`src/rtl/leds_racer_pkg.sv`:
```
// Shared types and board defaults for the racer LED strip driver.
// Optional build macro: LEDS_RACER_DIM_EN (quarter-brightness colour load).
package leds_racer_pkg;

    // GRB colour as the WS2812 expects it on the wire: G first, B last.
    typedef struct packed {
        logic [7:0] g;
        logic [7:0] r;
        logic [7:0] b;
    } grb_t;

    typedef enum logic [2:0] {
        ST_IDLE,
        ST_PREP,
        ST_LOAD,
        ST_BIT,
        ST_LATCH
    } state_t;

    // Default timing for the 50 MHz board clock.
    localparam int DEF_MAX_POS   = 109;
    localparam int DEF_T0H_CLK   = 20;
    localparam int DEF_T1H_CLK   = 40;
    localparam int DEF_BIT_CLK   = 63;
    localparam int DEF_RESET_CLK = 2750;

    // Quarter brightness: every channel shifted right by two.
    function automatic logic [23:0] dim_grb(input logic [23:0] c);
        grb_t p;
        p = c;
        return {p.g >> 2, p.r >> 2, p.b >> 2};
    endfunction

endpackage

```
`src/rtl/ws2812_bit_encoder.sv`:
```
// One WS2812 bit slot: a go strobe starts a BIT_CLK-cycle period whose high
// time depends on bit_val; last flags the final cycle so the caller can chain
// the next bit back-to-back by asserting go in that cycle.
module ws2812_bit_encoder #(
    parameter int T0H_CLK = 20,
    parameter int T1H_CLK = 40,
    parameter int BIT_CLK = 63
) (
    input  logic clk,
    input  logic rst,
    input  logic go,
    input  logic bit_val,
    output logic line,
    output logic last
);

    localparam int CW = $clog2(BIT_CLK) + 1;

    logic          active_reg, active_next;
    logic [CW-1:0] cnt_reg, cnt_next;
    logic [CW-1:0] high_len;

    assign high_len = bit_val ? CW'(T1H_CLK) : CW'(T0H_CLK);
    assign last     = active_reg && (cnt_reg == CW'(BIT_CLK - 1));
    assign line     = active_reg && (cnt_reg < high_len);

    // Next slot counter: go (re)starts at zero, otherwise count to the end.
    always_comb begin
        active_next = active_reg;
        cnt_next    = cnt_reg;
        if (go) begin
            active_next = 1'b1;
            cnt_next    = '0;
        end else if (last) begin
            active_next = 1'b0;
        end else if (active_reg) begin
            cnt_next = cnt_reg + CW'(1);
        end
    end

    // Slot counter register; reset forces the line low on the next edge.
    always_ff @(posedge clk) begin
        if (rst) begin
            active_reg <= 1'b0;
            cnt_reg    <= '0;
        end else begin
            active_reg <= active_next;
            cnt_reg    <= cnt_next;
        end
    end

endmodule

```
`src/rtl/ws2812_frame_driver.sv`:
```
// Walks led_index over the strip, fetches each GRB colour from the game core
// (one cycle of registered lookup latency), serialises it MSB first and ends
// the frame with a latch gap. Optional build macro: LEDS_RACER_DIM_EN.
module ws2812_frame_driver
    import leds_racer_pkg::*;
#(
    parameter int MAX_POS   = DEF_MAX_POS,
    parameter int T0H_CLK   = DEF_T0H_CLK,
    parameter int T1H_CLK   = DEF_T1H_CLK,
    parameter int BIT_CLK   = DEF_BIT_CLK,
    parameter int RESET_CLK = DEF_RESET_CLK,
    localparam int IDX_W    = (MAX_POS > 1) ? $clog2(MAX_POS) : 1
) (
    input  logic             clk,
    input  logic             rst,
    input  logic             start,
    input  logic [23:0]      color,
    output logic [IDX_W-1:0] led_index,
    output logic             busy,
    output logic             frame_done,
    output logic             leds_line
);

    localparam int LW = $clog2(RESET_CLK) + 1;

    state_t           state_reg, state_next;
    logic [IDX_W-1:0] idx_reg, idx_next;
    logic [23:0]      shift_reg, shift_next;
    logic [4:0]       bit_cnt_reg, bit_cnt_next;
    logic [LW-1:0]    latch_cnt_reg, latch_cnt_next;
    logic             from_frame_reg, from_frame_next;
    logic             frame_done_reg, frame_done_next;
    logic             enc_go;
    logic             enc_last;
    logic [23:0]      load_color;

`ifdef LEDS_RACER_DIM_EN
    assign load_color = dim_grb(color);
`else
    assign load_color = color;
`endif

    ws2812_bit_encoder #(
        .T0H_CLK(T0H_CLK),
        .T1H_CLK(T1H_CLK),
        .BIT_CLK(BIT_CLK)
    ) u_enc (
        .clk    (clk),
        .rst    (rst),
        .go     (enc_go),
        .bit_val(shift_reg[23]),
        .line   (leds_line),
        .last   (enc_last)
    );

    assign led_index  = idx_reg;
    assign busy       = (state_reg != ST_IDLE);
    assign frame_done = frame_done_reg;

    // Frame sequencing: next state, index, shift register and latch timer.
    always_comb begin
        state_next      = state_reg;
        idx_next        = idx_reg;
        shift_next      = shift_reg;
        bit_cnt_next    = bit_cnt_reg;
        latch_cnt_next  = latch_cnt_reg;
        from_frame_next = from_frame_reg;
        frame_done_next = 1'b0;
        enc_go          = 1'b0;
        case (state_reg)
            ST_IDLE: begin
                if (start) begin
                    state_next = ST_PREP;
                    idx_next   = '0;
                end
            end
            ST_PREP: begin
                state_next = ST_LOAD;
            end
            ST_LOAD: begin
                shift_next   = load_color;
                bit_cnt_next = 5'd23;
                enc_go       = 1'b1;
                state_next   = ST_BIT;
            end
            ST_BIT: begin
                if (enc_last) begin
                    if (bit_cnt_reg != 5'd0) begin
                        shift_next   = {shift_reg[22:0], 1'b0};
                        bit_cnt_next = bit_cnt_reg - 5'd1;
                        enc_go       = 1'b1;
                    end else if (idx_reg == IDX_W'(MAX_POS - 1)) begin
                        state_next      = ST_LATCH;
                        latch_cnt_next  = '0;
                        from_frame_next = 1'b1;
                    end else begin
                        idx_next   = idx_reg + IDX_W'(1);
                        state_next = ST_PREP;
                    end
                end
            end
            ST_LATCH: begin
                if (latch_cnt_reg == LW'(RESET_CLK - 1)) begin
                    state_next      = ST_IDLE;
                    frame_done_next = from_frame_reg;
                    from_frame_next = 1'b0;
                end else begin
                    latch_cnt_next = latch_cnt_reg + LW'(1);
                end
            end
            default: ;
        endcase
    end

    // State register; reset lands in LATCH so a full gap always follows.
    always_ff @(posedge clk) begin
        if (rst) begin
            state_reg      <= ST_LATCH;
            idx_reg        <= '0;
            shift_reg      <= '0;
            bit_cnt_reg    <= '0;
            latch_cnt_reg  <= '0;
            from_frame_reg <= 1'b0;
            frame_done_reg <= 1'b0;
        end else begin
            state_reg      <= state_next;
            idx_reg        <= idx_next;
            shift_reg      <= shift_next;
            bit_cnt_reg    <= bit_cnt_next;
            latch_cnt_reg  <= latch_cnt_next;
            from_frame_reg <= from_frame_next;
            frame_done_reg <= frame_done_next;
        end
    end

endmodule

```
`config.mk`:
```
export PLATFORM = sky130hd
export DESIGN_NAME = ws2812_frame_driver
export DESIGN_NICKNAME = d
export VERILOG_FILES = /design/src/rtl/leds_racer_pkg.sv /design/src/rtl/ws2812_bit_encoder.sv /design/src/rtl/ws2812_frame_driver.sv
export SDC_FILE = /design/constraint.sdc
export NUM_CORES = 1
export LEC_CHECK = 0
export CAP_MARGIN = 20
export CORE_ASPECT_RATIO = 0.7
export CORE_MARGIN = 3
export CORE_UTILIZATION = 55
export CTS_CLUSTER_SIZE = 20
export DETAILED_ROUTE_END_ITERATION = 6
export DONT_BUFFER_PORTS = 1
export MAX_ROUTING_LAYER = met4
export PLACE_DENSITY_LB_ADDON = 0.3
export SYNTH_ARGS = -nofsm -noshare
export SYNTH_HDL_FRONTEND = slang
export SYNTH_SLANG_ARGS = --single-unit
```
`constraint.sdc`:
```
create_clock -name clk -period 6.9 [get_ports clk]
set_input_delay 1.725 -clock clk [delete_from_list [all_inputs] [get_ports clk]]
set_output_delay 1.725 -clock clk [all_outputs]
set_load 0.005 [all_outputs]
```
---- Word level (Yosys, flattened, before mapping) ----
Index checks and enable logic that the tools add are counted.
storage, ports and cells
  flip-flop bits (word level) ............. 62
  input port bits ......................... 27
cells by class
  $add $sub $neg .......................... 4
  magnitude comparators ................... 1
  equal/unequal tests ..................... 15
  mux-type cells .......................... 33
  bitwise gates (word level) .............. 3
  reduce and logical (&&, ||, !) cells .... 18
operators by type and width
  kind                                                                      number
  13-bit two-way mux                                                        4
  24-bit two-way mux                                                        2
  24-bit one-hot mux with 2 select lines                                    1
  7-bit two-way mux                                                         4
  13-bit one-hot mux with 2 select lines                                    1
  5-bit AND reduction                                                       4
  2-bit != test (second input constant)                                     8
  3-bit two-way mux                                                         5
  3-bit one-hot mux with 5 select lines                                     1
  7-bit by 1-bit adder with 7-bit output (second input constant)            2
  7-bit one-hot mux with 2 select lines                                     1
  13-bit by 1-bit adder with 13-bit output (second input constant)          1
  13-bit by 12-bit equality test with 1-bit output (second input constant)  1
  5-bit two-way mux                                                         2
  5-bit one-hot mux with 2 select lines                                     1
  5-bit nonzero test                                                        2
  1-bit two-way mux                                                         8
  2-bit nonzero test                                                        4
  7-bit by 6-bit equality test with 1-bit output (second input constant)    1
  7-bit equality test (second input constant)                               1
  7-bit < comparator                                                        1
  3-bit by 2-bit equality test with 1-bit output (second input constant)    2
  6-bit two-way mux                                                         1
  5-bit by 1-bit subtractor with 5-bit output (second input constant)       1
  11 further kinds                                                          15

---- Logic depth before layout (Yosys ltp) ----
  depth in word-level cells ............... 5
  mapped depth ............................ 9

---- Modules after synthesis ----
From an unflattened synthesis, not the netlist that was laid out.
unflattened totals
  cell total of the unflattened synthesis .. 388
  area, all modules ....................... 3256.9 sq um
by module, submodules not included
  module               times used  cells each  area an instance (sq um)  sequential area each (sq um)
  ws2812_frame_driver  1           333         2771.4                    1081.0
  ws2812_bit_encoder   1           55          485.5                     160.2

---- Worst setup path after synthesis ----
No wires, ideal clock.
  path type ............................... reg-to-output
  from .................................... reg shift_reg[23]
  to ...................................... out leds_line
  arrival time ............................ 1.210 ns
  data required time ...................... 5.175 ns
  setup slack ............................. 3.965 ns
  stages on the path, launching flop included .. 7
  cell sequence ........................... dfxtp_1 -> inv_1 -> ha_1 -> o21a_1 -> o21ai_0 -> nand2b_1 -> a211oi_1
between the ends
  cells in the longest elaborated chain, start to end .. 3
ends and longest elaborated chain
  what                    RTL line                    source
  start, declared         ws2812_frame_driver.sv:28   logic [23:0] shift_reg, shift_next;
  start signal, assigned  ws2812_frame_driver.sv:128  shift_reg <= shift_next;
  6-bit two-way mux       ws2812_bit_encoder.sv:23    assign high_len = bit_val ? CW'(T1H_CLK) : CW'(T0H_CLK);
  7-bit < comparator      ws2812_bit_encoder.sv:25    assign line = active_reg && (cnt_reg < high_len);
  1-bit logical AND       ws2812_bit_encoder.sv:25
  end, declared           ws2812_frame_driver.sv:21   output logic leds_line
Every way passes these cells.

---- Final worst setup path ----
Same ends and word-level chain as after synthesis.

==> reports/summary.txt <==
DP Worst Slack -> 3.824 ns
hold bufs inserted after CTS -> 0
synthesized area per cell -> 8.322 sq um
Post-synth ARST share -> 0%
Post-CTS Resized -> 0
core area -> 5368 sq um
global-route wire length before repair -> 10880 microns
routed len/inst -> 14.13 microns
worst-skew pair later-pin latency -> 0.34 ns
placed insts -> 426
number of buffers added for setup after CTS -> 0
pins over their slew limit -> 0
largest net degree at the start of global routing -> 58
Primary FF master, synth -> dfxtp_1
area leader, netlist -> dfxtp_1
Leakage -> 1.117 nW
Max Clk Rate -> 293.9 MHz
Slew HR -> 36.46%
critical-path cell list -> inv_1 > ha_1 > o21a_1 > o21ai_0 > nand2b_1 > a211oi_1
status -> finished clean
startpoint class of the critical path -> register
Largest register FFs -> 24
setup violators final -> 0
DP Area -> 3128 sq um
clock root cell -> clkbuf_8
GRT overflow -> 0
max incr delay on CP -> 0.38 ns
clk sink count -> 62
Num CTS Buffers -> 9
DRC errors left -> 0
worst hold path class -> register to register
critical path class -> register to output port
final setup skew -> 0.006442 ns
register area share after synthesis -> 39.66%
final instance area -> 3303 sq um
min Tclk post-route -> 3.402 ns
diode count -> 0
detailed-route via count -> 2576
Post-DP HPWL -> 4230 microns
CP max FO -> 4
Cell Pwr Density -> 224.6 nW/um^2
die height -> 69.11 microns
Flop pwr share -> 51.7%
DR iter-0 viols -> 177
total track usage -> 20.88%
vias in the first global route -> 2348
die area -> 6645 sq um
Cell Count, Final, Fillers Out -> 442
Worst Tran Pin Value -> 0.9531 ns
Post-Syn Area -> 3129 sq um
number of flops mapped to enable cells by yosys -> 0
share of the synthesized area in the top cell type -> 39.66%
clock power share -> 37.9%
routed wire length -> 6246 microns
Sw Share -> 27.62%
Netlist cell types -> 53
nets -> 402
Initial Util -> 58.30%
CTS max path bufs -> 2
initial antenna violation count -> 0
H-tree lvl count -> 3
slowest CP cell -> dfxtp_1
fin worst setup slack -> 3.498 ns
Net Sw Power -> 0.2050 mW
post-layout total power -> 0.7420 mW
post-route setup TNS -> 0 ns
most frequent cells in the layout -> dfxtp_1 (62), nand2_1 (60), nor2_1 (49)
PortBufs -> 0
Final GP Congestion -> 0.8395
Vias/cell -> 5.828
IO Pins -> 37
Synth Instances -> 376
most common cell after layout, fill and taps aside -> dfxtp_1
die width -> 96.16 microns
CTS tree -> done
clk slew on worst S/H paths -> 0.07 ns
Tcrit/Tclk final -> 49.31%
Synth Register Bits -> 62
critical path required time -> 5.18 ns
max-cap violation count -> 0
Yosys warnings -> 0
fin util -> 61.54%
P&R area growth vs syn -> 5.558%
Critical Path AT -> 1.68 ns
logic gate share of total power -> 10.4%
RSZ-0062 raised after global routing -> no
crit end category -> output port
share of layout cells above drive strength 1 -> 7.297%
post-synth net total -> 413
Cell Int Power -> 0.5370 mW
Routed Antenna Nets -> 0
final hold slack -> 0.4750 ns
top area cells in the synthesized netlist -> dfxtp_1 (40%), a311oi_1 (8.1%), nand2_1 (7.2%)
DR pass1 iterations -> 4
num rows -> 22
hold violation total from the final report -> 0
worst vdd ir -> 135.5 uV
==> worst paths after layout <==
kind                                    start       endpoint  slack (ns)  cells past startpoint
worst max register to register   state_reg[1]  shift_reg[14]        4.21                      5
worst max-delay path            shift_reg[23]      leds_line        3.50                      6
worst min register to register  shift_reg[21]  shift_reg[22]        0.48                      2
worst min-delay path            shift_reg[21]  shift_reg[22]        0.48                      2
==> Yosys cell counts (4+ instances only) <==
| library cell | count |
|---|---|
| dfxtp_1 | 62 |
| nand2_1 | 60 |
| nor2_1 | 49 |
| a311oi_1 | 29 |
| clkbuf_1 | 15 |
| nor3_1 | 14 |
| a21oi_1 | 13 |
| inv_1 | 13 |
| ha_1 | 10 |
| xnor2_1 | 8 |
| buf_2 | 7 |
| nand3_1 | 7 |
| nand4_1 | 7 |
| o21ai_0 | 6 |
| a211oi_1 | 5 |
| and3_1 | 5 |
| or3_1 | 5 |
| nor4_1 | 4 |
| xor2_1 | 4 |
==> logic make-up after synthesis <==
family	Yosys count	synth area share, %
DFF	62	39.66
muxes	3	0.9996
AOI/OAI and AO/OA	75	17.99
xor gates and xnor gates	12	3.359
adders and majority gates	10	3.998
and+or+nand+nor	179	29.51
buffers and inverters	35	4.478
==> routing by layer <==
metal  share of wire, %  wire, microns  GRT usage, %  vias to the layer above
met5                  0              0             -                        -
met4               0.72             45         4.416                        0
met3                5.3            333         8.288                        6
met2                 42           2632         27.62                       47
met1                 52           3234         29.82                     1180
li1                   -              -             -                     1343
==> cell type report <==
cell class	instances	area [sq um]
sequential	62	1241
clock inverter	6	37.54
inverter	13	48.80
multi-input combinational	279	1748
clock buffer	10	137.6
tap	72	90.09
fill	496	2064
==> power by group through the flow <==
stage / combinational, mW / sequential, mW / clock (mW)
after floorplan: 0.0725 / 0.385 / 0
after global placement: 0.0756 / 0.391 / 0
after detailed placement: 0.0768 / 0.392 / 0
after CTS: 0.0774 / 0.383 / 0.289
after global routing: 0.0881 / 0.386 / 0.311
final: 0.0770 / 0.384 / 0.281
==> critical path, delay by kind of cell (launching register included) <==
kind | cells | cell delay (ns)
and+or+nand+nor | 1 | 0.07
adders and majority gates | 1 | 0.27
AOI/OAI and AO/OA | 3 | 0.53
buffers and inverters | 1 | 0.08
DFF | 1 | 0.38
Note: power is estimated with default switching activity, not from simulation.
